### src/rtl/stream_resize_pkg.sv
// Shared items for the stream width converters (downsizer and upsizer).
//   rs_state_e     : buffer state, EMPTY (nothing pending) or SEND (lanes pending)
//   lane_idx_width : width of a lane index for a given lane count (at least 1)
//   contig_mask    : mask with lanes 0..n-1 set, i.e. a contiguous keep of n lanes
package stream_resize_pkg;

  // Widest lane count the shared mask helper supports.
  localparam int unsigned MaxLanes = 64;

  typedef enum logic {StEmpty, StSend} rs_state_e;

  function automatic int unsigned lane_idx_width(input int unsigned ratio);
    return (ratio > 1) ? $clog2(ratio) : 1;
  endfunction

  function automatic logic [MaxLanes-1:0] contig_mask(input int unsigned n);
    logic [MaxLanes-1:0] mask;
    for (int unsigned i = 0; i < MaxLanes; i++) begin
      mask[i] = (i < n);
    end
    return mask;
  endfunction

endpackage

### src/rtl/stream_lane_pick.sv
// Lowest-set-bit search over a lane mask.
//   mask_i  : lane mask to search
//   idx_o   : index of the lowest set lane (0 when none is set)
//   found_o : high when any lane in mask_i is set
module stream_lane_pick
  import stream_resize_pkg::*;
#(
  parameter int unsigned Width    = 4,
  parameter int unsigned IdxWidth = lane_idx_width(Width)
) (
  input  logic [Width-1:0]    mask_i,
  output logic [IdxWidth-1:0] idx_o,
  output logic                found_o
);

  // Scan from the top so the lowest set bit is the last one written.
  always_comb begin
    idx_o   = '0;
    found_o = 1'b0;
    for (int i = Width - 1; i >= 0; i--) begin
      if (mask_i[i]) begin
        idx_o   = IdxWidth'(i);
        found_o = 1'b1;
      end
    end
  end

endmodule

### src/rtl/stream_downsize.sv
// Wide-to-narrow stream converter: splits each accepted wide word into its kept
// lanes and sends them one per narrow handshake, lane 0 first.
//   clk, rst_n          : clock, synchronous active-low reset
//   s_data_i/keep/last  : wide word, per-lane keep mask, packet end
//   s_valid_i/s_ready_o : wide-side handshake
//   m_data_o/m_last_o   : narrow beat and packet end (last kept lane of a last word)
//   m_valid_o/m_ready_i : narrow-side handshake
// Build option STREAM_DOWNSIZE_SPARSE_KEEP_EN: accept non-contiguous keep masks and
// skip unkept lanes. Without it keep must be contiguous from lane 0.
module stream_downsize
  import stream_resize_pkg::*;
#(
  parameter int unsigned T_DATA_WIDTH  = 1,
  parameter int unsigned T_DATA_RATIO  = 2,
  parameter int unsigned T_WIDTH_RATIO = $clog2(T_DATA_RATIO)
) (
  input  logic                    clk,
  input  logic                    rst_n,
  input  logic [T_DATA_WIDTH-1:0] s_data_i [T_DATA_RATIO-1:0],
  input  logic [T_DATA_RATIO-1:0] s_keep_i,
  input  logic                    s_last_i,
  input  logic                    s_valid_i,
  output logic                    s_ready_o,
  output logic [T_DATA_WIDTH-1:0] m_data_o,
  output logic                    m_last_o,
  output logic                    m_valid_o,
  input  logic                    m_ready_i
);

  rs_state_e state_q, state_d;

  logic [T_DATA_WIDTH-1:0]  data_q [T_DATA_RATIO-1:0];
  logic [T_DATA_RATIO-1:0]  keep_q, keep_d;
  logic                     last_q, last_d;
  logic [T_WIDTH_RATIO-1:0] lane;
  logic                     final_lane;
  logic                     s_hs, m_hs;

  assign s_hs = s_valid_i & s_ready_o;
  assign m_hs = m_valid_o & m_ready_i;

`ifdef STREAM_DOWNSIZE_SPARSE_KEEP_EN
  // keep_q holds the lanes still to send; sent lanes are cleared.
  logic                    found;
  logic [T_DATA_RATIO-1:0] lane_bit;

  stream_lane_pick #(
    .Width    (T_DATA_RATIO),
    .IdxWidth (T_WIDTH_RATIO)
  ) u_lane_pick (
    .mask_i  (keep_q),
    .idx_o   (lane),
    .found_o (found)
  );

  assign lane_bit   = T_DATA_RATIO'(1) << lane;
  assign final_lane = found & ((keep_q & ~lane_bit) == '0);
`else
  // keep_q holds the word's keep; lane_q walks up until no kept lane remains above it.
  logic [T_WIDTH_RATIO-1:0] lane_q, lane_d;
  logic [T_DATA_RATIO-1:0]  upto_mask;

  assign lane       = lane_q;
  assign upto_mask  = T_DATA_RATIO'(contig_mask(32'(lane_q) + 32'd1));
  assign final_lane = (keep_q & ~upto_mask) == '0;

  always_ff @(posedge clk) begin
    if (!rst_n) begin
      lane_q <= '0;
    end else begin
      lane_q <= lane_d;
    end
  end

  always_comb begin
    lane_d = lane_q;
    if (s_hs) begin
      lane_d = '0;
    end else if (m_hs && !final_lane) begin
      lane_d = lane_q + T_WIDTH_RATIO'(1);
    end
  end
`endif

  // State register.
  always_ff @(posedge clk) begin
    if (!rst_n) begin
      state_q <= StEmpty;
    end else begin
      state_q <= state_d;
    end
  end

  // Next state. An all-zero keep word is consumed without entering SEND.
  always_comb begin
    state_d = state_q;
    case (state_q)
      StEmpty: begin
        if (s_hs && (s_keep_i != '0)) state_d = StSend;
      end
      StSend: begin
        if (m_hs && final_lane) begin
          state_d = (s_hs && (s_keep_i != '0)) ? StSend : StEmpty;
        end
      end
      default: state_d = StEmpty;
    endcase
  end

  // Outputs. A new word is taken in the same cycle the final lane leaves.
  always_comb begin
    m_valid_o = (state_q == StSend);
    s_ready_o = (state_q == StEmpty) | (m_hs & final_lane);
    m_last_o  = m_valid_o & last_q & final_lane;
    m_data_o  = data_q[lane];
  end

  // Buffered keep/last.
  always_ff @(posedge clk) begin
    if (!rst_n) begin
      keep_q <= '0;
      last_q <= 1'b0;
    end else begin
      keep_q <= keep_d;
      last_q <= last_d;
    end
  end

  always_comb begin
    keep_d = keep_q;
    last_d = last_q;
    if (s_hs) begin
      keep_d = s_keep_i;
      last_d = s_last_i;
    end else if (m_hs && final_lane) begin
      keep_d = '0;
`ifdef STREAM_DOWNSIZE_SPARSE_KEEP_EN
    end else if (m_hs) begin
      keep_d = keep_q & ~lane_bit;
`endif
    end
  end

  // Data buffer is not reset; it is only read while state is SEND.
  always_ff @(posedge clk) begin
    if (s_hs) begin
      data_q <= s_data_i;
    end
  end

endmodule
### config.mk
export PLATFORM = sky130hd
export DESIGN_NAME = stream_downsize
export DESIGN_NICKNAME = d
export VERILOG_FILES = /design/src/rtl/stream_resize_pkg.sv /design/src/rtl/stream_lane_pick.sv /design/src/rtl/stream_downsize.sv
export SDC_FILE = /design/constraint.sdc
export NUM_CORES = 1
export LEC_CHECK = 0
export CORE_AREA = 10 10 47 49
export CTS_BUF_LIST = sky130_fd_sc_hd__clkbuf_16
export DETAILED_ROUTE_END_ITERATION = 12
export DIE_AREA = 0 0 57 59
export PLACE_DENSITY_LB_ADDON = 0.2
export SKIP_LAST_GASP = 1
export SLEW_MARGIN = 0
export SYNTH_ARGS = -nofsm -noshare
export SYNTH_HDL_FRONTEND = slang
export SYNTH_SLANG_ARGS = --single-unit
### constraint.sdc
create_clock -name clk -period 1.3 [get_ports clk]
set_input_delay 0.26 -clock clk [delete_from_list [all_inputs] [get_ports clk]]
set_output_delay 0.26 -clock clk [all_outputs]
set_load 0.05 [all_outputs]
# Yosys cells after proc, flatten, opt, wreduce, memory -nomap -nowiden

Cells that the tools add are included.

Register bits: 7
Input port bits: 9
Output and inout port bits: 4
Logic and storage cells: 36

Add/subtract/negate cells: 2
Order comparisons: 3
Mux-type cells: 7
Bitwise logic cells: 10
Reductions and logical operators: 8

Operator list:

| kind                | count |
|---|---|
| $and 1x1->1         | 5 |
| $lt 1x2->1 const A  | 2 |
| $mux 1              | 4 |
| $mux 2              | 2 |
| $reduce_bool 2->1   | 2 |
| $logic_and 1x1->1   | 3 |
| $add 1x1->2 const B | 1 |
| $and 2x2->2         | 1 |
| $logic_not 2->1     | 1 |
| $lt 1x2->1 const B  | 1 |
| $not 1->1           | 2 |
| $not 2->2           | 1 |
| $pmux 1 s2          | 1 |
| $reduce_or 2->1     | 1 |
| $add 1x1->1 const B | 1 |
| $logic_not 1->1     | 1 |
| $or 1x1->1          | 1 |

# Depth between registers and ports, before layout

Depth in word-level cells: 12
Depth in mapped cells: 3

# Worst setup path before layout

OpenSTA, ideal clock, no wires.

Path type: register -> register
Start: reg keep_q[1]
End: reg state_q (netlist: m_valid_o)
Arrival time: 1712 ps
Path slack: -599 ps
Cell stages (with the launch flop): 4
Buffers on the path: 0
Path through: dfxtp_1 nor2b_2 o21ai_0 a21boi_1

Cells in the longest elaborated chain, start to end: 9
Elaborated cells between the ends (all ways): 10
Those cells by class: mux: 3; bitwise: 4; reduce/logical: 3

RTL lines:

| item                     | RTL line                                      | source |
|---|---|---|
| start: declaration       | stream_downsize.sv:33                         | `logic [T_DATA_RATIO-1:0] keep_q, keep_d;` |
| start signal: assignment | stream_downsize.sv:124                        | `keep_q <= keep_d;` |
| $and 2x2->2 (*)          | stream_downsize.sv:65                         | `assign final_lane = (keep_q & ~upto_mask) == '0;` |
| $logic_not 2->1 (*)      | stream_downsize.sv:65                         |  |
| $and 1x1->1 (*)          | stream_downsize.sv:113                        | `s_ready_o = (state_q == StEmpty) \| (m_hs & final_lane);` |
| $or 1x1->1 (*)           | stream_downsize.sv:113                        |  |
| net s_ready_o            | stream_downsize.sv:23                         | `output logic s_ready_o,` |
| $and 1x1->1 (*)          | stream_downsize.sv:39                         | `assign s_hs = s_valid_i & s_ready_o;` |
| $logic_and 1x1->1 (*)    | stream_downsize.sv:99, stream_downsize.sv:103 |  |
| $mux 1 (*)               | stream_downsize.sv:99, stream_downsize.sv:103 |  |
| $mux 1                   | stream_downsize.sv:102                        | `if (m_hs && final_lane) begin` |
| $pmux 1 s2 (*)           | stream_downsize.sv:97                         | `case (state_q)` |
| end signal: assignment   | stream_downsize.sv:88                         | `state_q <= StEmpty;` |
| end signal: assignment   | stream_downsize.sv:90                         | `state_q <= state_d;` |
| end: declaration         | stream_downsize.sv:30                         | `rs_state_e state_q, state_d;` |

The timed path passes the listed nets; every way through them passes the cells marked *.
A chain may end at the register's enable or synchronous reset.

# Worst setup path in the final report

Start: reg lane_q (netlist: lane)
End: out m_data_o

Cells in the longest elaborated chain, start to end: 2

RTL lines:

| item                                       | RTL line               | source |
|---|---|---|
| start: declaration                         | stream_downsize.sv:60  | `logic [T_WIDTH_RATIO-1:0] lane_q, lane_d;` |
| start signal: assignment                   | stream_downsize.sv:71  | `lane_q <= lane_d;` |
| $mux 1 (not written as such) (2 in series) | stream_downsize.sv:115 | `m_data_o = data_q[lane];` |
| end: declaration                           | stream_downsize.sv:24  | `output logic [T_DATA_WIDTH-1:0] m_data_o,` |

Every way passes these cells. The select of a mux whose other input is x is not followed.

==> metrics <==
status finished with violations; failing checks setup timing; reg-to-reg startpoint keep_q[1]$_SDFFE_PN0P_; clk slew on worst S/H paths approximately 30 ps; antenna violations before repair 0; power density over the cells 1430 nW/µm²; syn_area_per_cell 10.3 µm²; crit path max fanout 4; initial cell density of the core 0.205; Die ar. ~3400 µm²; Min Hold Slack 456 ps; first drt pass iteration count 4; Syn Inst Count 28; Crit. End Element output port; Max Cap Viol 0; fin crit period between 1000 and 1500 ps; Worst-Margin Slew roughly 260 ps; largest family of logic cells by synthesized area simple AND/OR/NAND/NOR gates; final hold viol count 0; Post-Synth XOR/XNOR Area 0; HP Start last_q$_SDFFE_PN0P_; Max-slew headroom 0.827; number of port buffers 12; synthesized-area fraction occupied by adder cells 0; Worst Hold Depth 2; placed cell count 57; r2r endpoint data_q[1]$_DFFE_PP_; Yosys top cell by area dfxtp_1; vias per inst ~4.4; fin cells between 60 and 70; hold crit path type reg2reg; GP Congestion 0.717; WL final roughly 840 µm; Final period util 1.01; Worst setup SP type flip-flop; WS Path Type reg2out; Starting DRT DRC Count 3; vias after detailed routing 270; core area 1400 µm²; area grow syn2layout 107%; smallest setup slack after layout -14.9 ps; post-synthesis cell type count 17; sequential share of the synthesized area 0.487; area share of the largest cell type after synthesis 0.278; Post-Synth Simple-Gate Area 0.209; Die H about 59 µm; Reg2Reg Setup Slack ~30 ps; unrepaired setup endpoints after global routing true; ant diodes 0; CTS sink cnt 6; Fillers ~140; Total GRT Usage 0.0544; Clock Path Buffers 2; Clock Latency Late Sink approximately 230 ps; Detail Placement HPWL around 580 µm; vias in the first global route about 300; Core Rows 14; Worst IR Drop VDD ~0.00064 V; synth top area cells dfxtp_1 28%, edfxtp_1 21%, o31ai_4 7.4%; FMAX around 760 MHz; nets@finish between 50 and 60; Post-Syn Area around 290 µm²; worst-case hold path end point last_q$_SDFFE_PN0P_; Die W about 57 µm; FF/Latch Area 149 µm²; #FFs+latches synth 6; # IOs 13; CTS Buf Count 3; TNS Setup -14.9 ps; overall power approximately 850 µW; first-pass GRT wire length ~1.3 mm; Compound-Gate Fraction of Synth Area 0.204; multiplexer share of the synthesized area 0.0739; leak pwr ~0.00023 µW; setup violators final 1; CTS tree done; Synthesized Nets 37; Post-Route Utilization 0.425; wire per inst between 10 and 15 µm; area of the multi-input gates between 150 and 200 µm²; final slew viol count 0; reg2reg path depth 4; largest net degree at the start of global routing 8; layout cells sized above 1 0.413; synth warn 0; Clock Skew about 2.7 ps; Clock Tree Root clkbuf_16; Worst EP arrival about 1100 ps; DRC 0; Worst Path Required between 1000 and 1500 ps; H-tree levels 1; Hold Buf Count CTS 0; gr ovfl total 0; Detail Route Antenna Nets 0
## report_power, final
group          leakage, µW  internal (µW)  switching, µW
clock network    0.0000370            395            107
registers        0.0000543            206           9.61
logic             0.000142           72.5           62.8
## synthesized netlist by cell type (all sizes together)
master and instances:
a21boi 3, dfxtp 4, edfxtp 2, inv 2, mux2 1, mux2i 1, nand2 3, nand3 3
nand3b 1, nor2 1, nor2b 2, o21ai 3, o31ai 1, or2b 1
## per-layer routing
metal | share of wire | track usage
met2 | 0.55 | 0.0884
met1 | 0.34 | 0.0415
met3 | 0.093 | 0.0408
met5 | 0 | 0
met4 | 0.0071 | 0.0503
## critical path, cell delays in order, from the launching register on
cell	delay (ps)
dfxtp_4	370
mux2_4	310
buf_8	150
## worst max path at each step
stage,startpoint,end,slack [ps],cells after the start
finish,lane$_SDFFE_PP0P_,m_data_o,-10,2
global route,lane$_SDFFE_PP0P_,m_data_o,-40,2
CTS,lane$_SDFFE_PP0P_,m_data_o,-20,2
detailed placement,s_valid_i,data_q[1]$_DFFE_PP_,-190,3
global placement,s_valid_i,data_q[0]$_DFFE_PP_,-170,3
floorplan,keep_q[1]$_SDFFE_PN0P_,m_valid_o$_SDFF_PN0_,90,3
## timing repair
item	4_1_cts	5_1_grt
gates cloned	0	0
pin swaps	1	1
endpoints found under the setup margin	3	3
gates resized for setup	8	2
setup buffers	1	1
## cell families (layout without fill, tap and decap cells)
| group | after synthesis | count (layout) |
|---|---|---|
| simple gates | 11 | 11 |
| mux | 2 | 2 |
| flops | 6 | 6 |
| compound gates | 7 | 7 |
| buf+inv | 2 | 20 |
## flip-flops by register name, indices dropped and copies added, names as in the netlist
register,count
data_q,2
keep_q,1
last_q,1
lane,1
m_valid_o,1
## placed cells by master (no fill, tap or decap), drive strengths merged
cell type | netlist | final
a21boi | 3 | 3
buf | 0 | 7
clkbuf | 0 | 3
clkdlybuf4s50 | 0 | 7
dfxtp | 4 | 4
dlygate4sd2 | 0 | 1
edfxtp | 2 | 2
inv | 2 | 2
mux2 | 1 | 1
mux2i | 1 | 1
nand2 | 3 | 3
nand3 | 3 | 3
nand3b | 1 | 1
nor2 | 1 | 1
nor2b | 2 | 2
o21ai | 3 | 3
o31ai | 1 | 1
or2b | 1 | 1
## metrics by stage
step / worst slack [ps] / instance area [µm²]
after floorplan: 91.4 / 300
after global placement: -171 / 475
after detailed placement: -194 / 475
after CTS: -24.3 / 584
after global routing: -41.7 / 596
final: -14.9 / 596
## final cells by class
class,instances,area share
sequential,6,0.250
inverter,2,0.0126
timing repair buffer,15,0.296
tap,16,0.0336
multi-input combinational,20,0.282
clock buffer,3,0.126
Note: power is estimated with default switching activity, not from simulation.
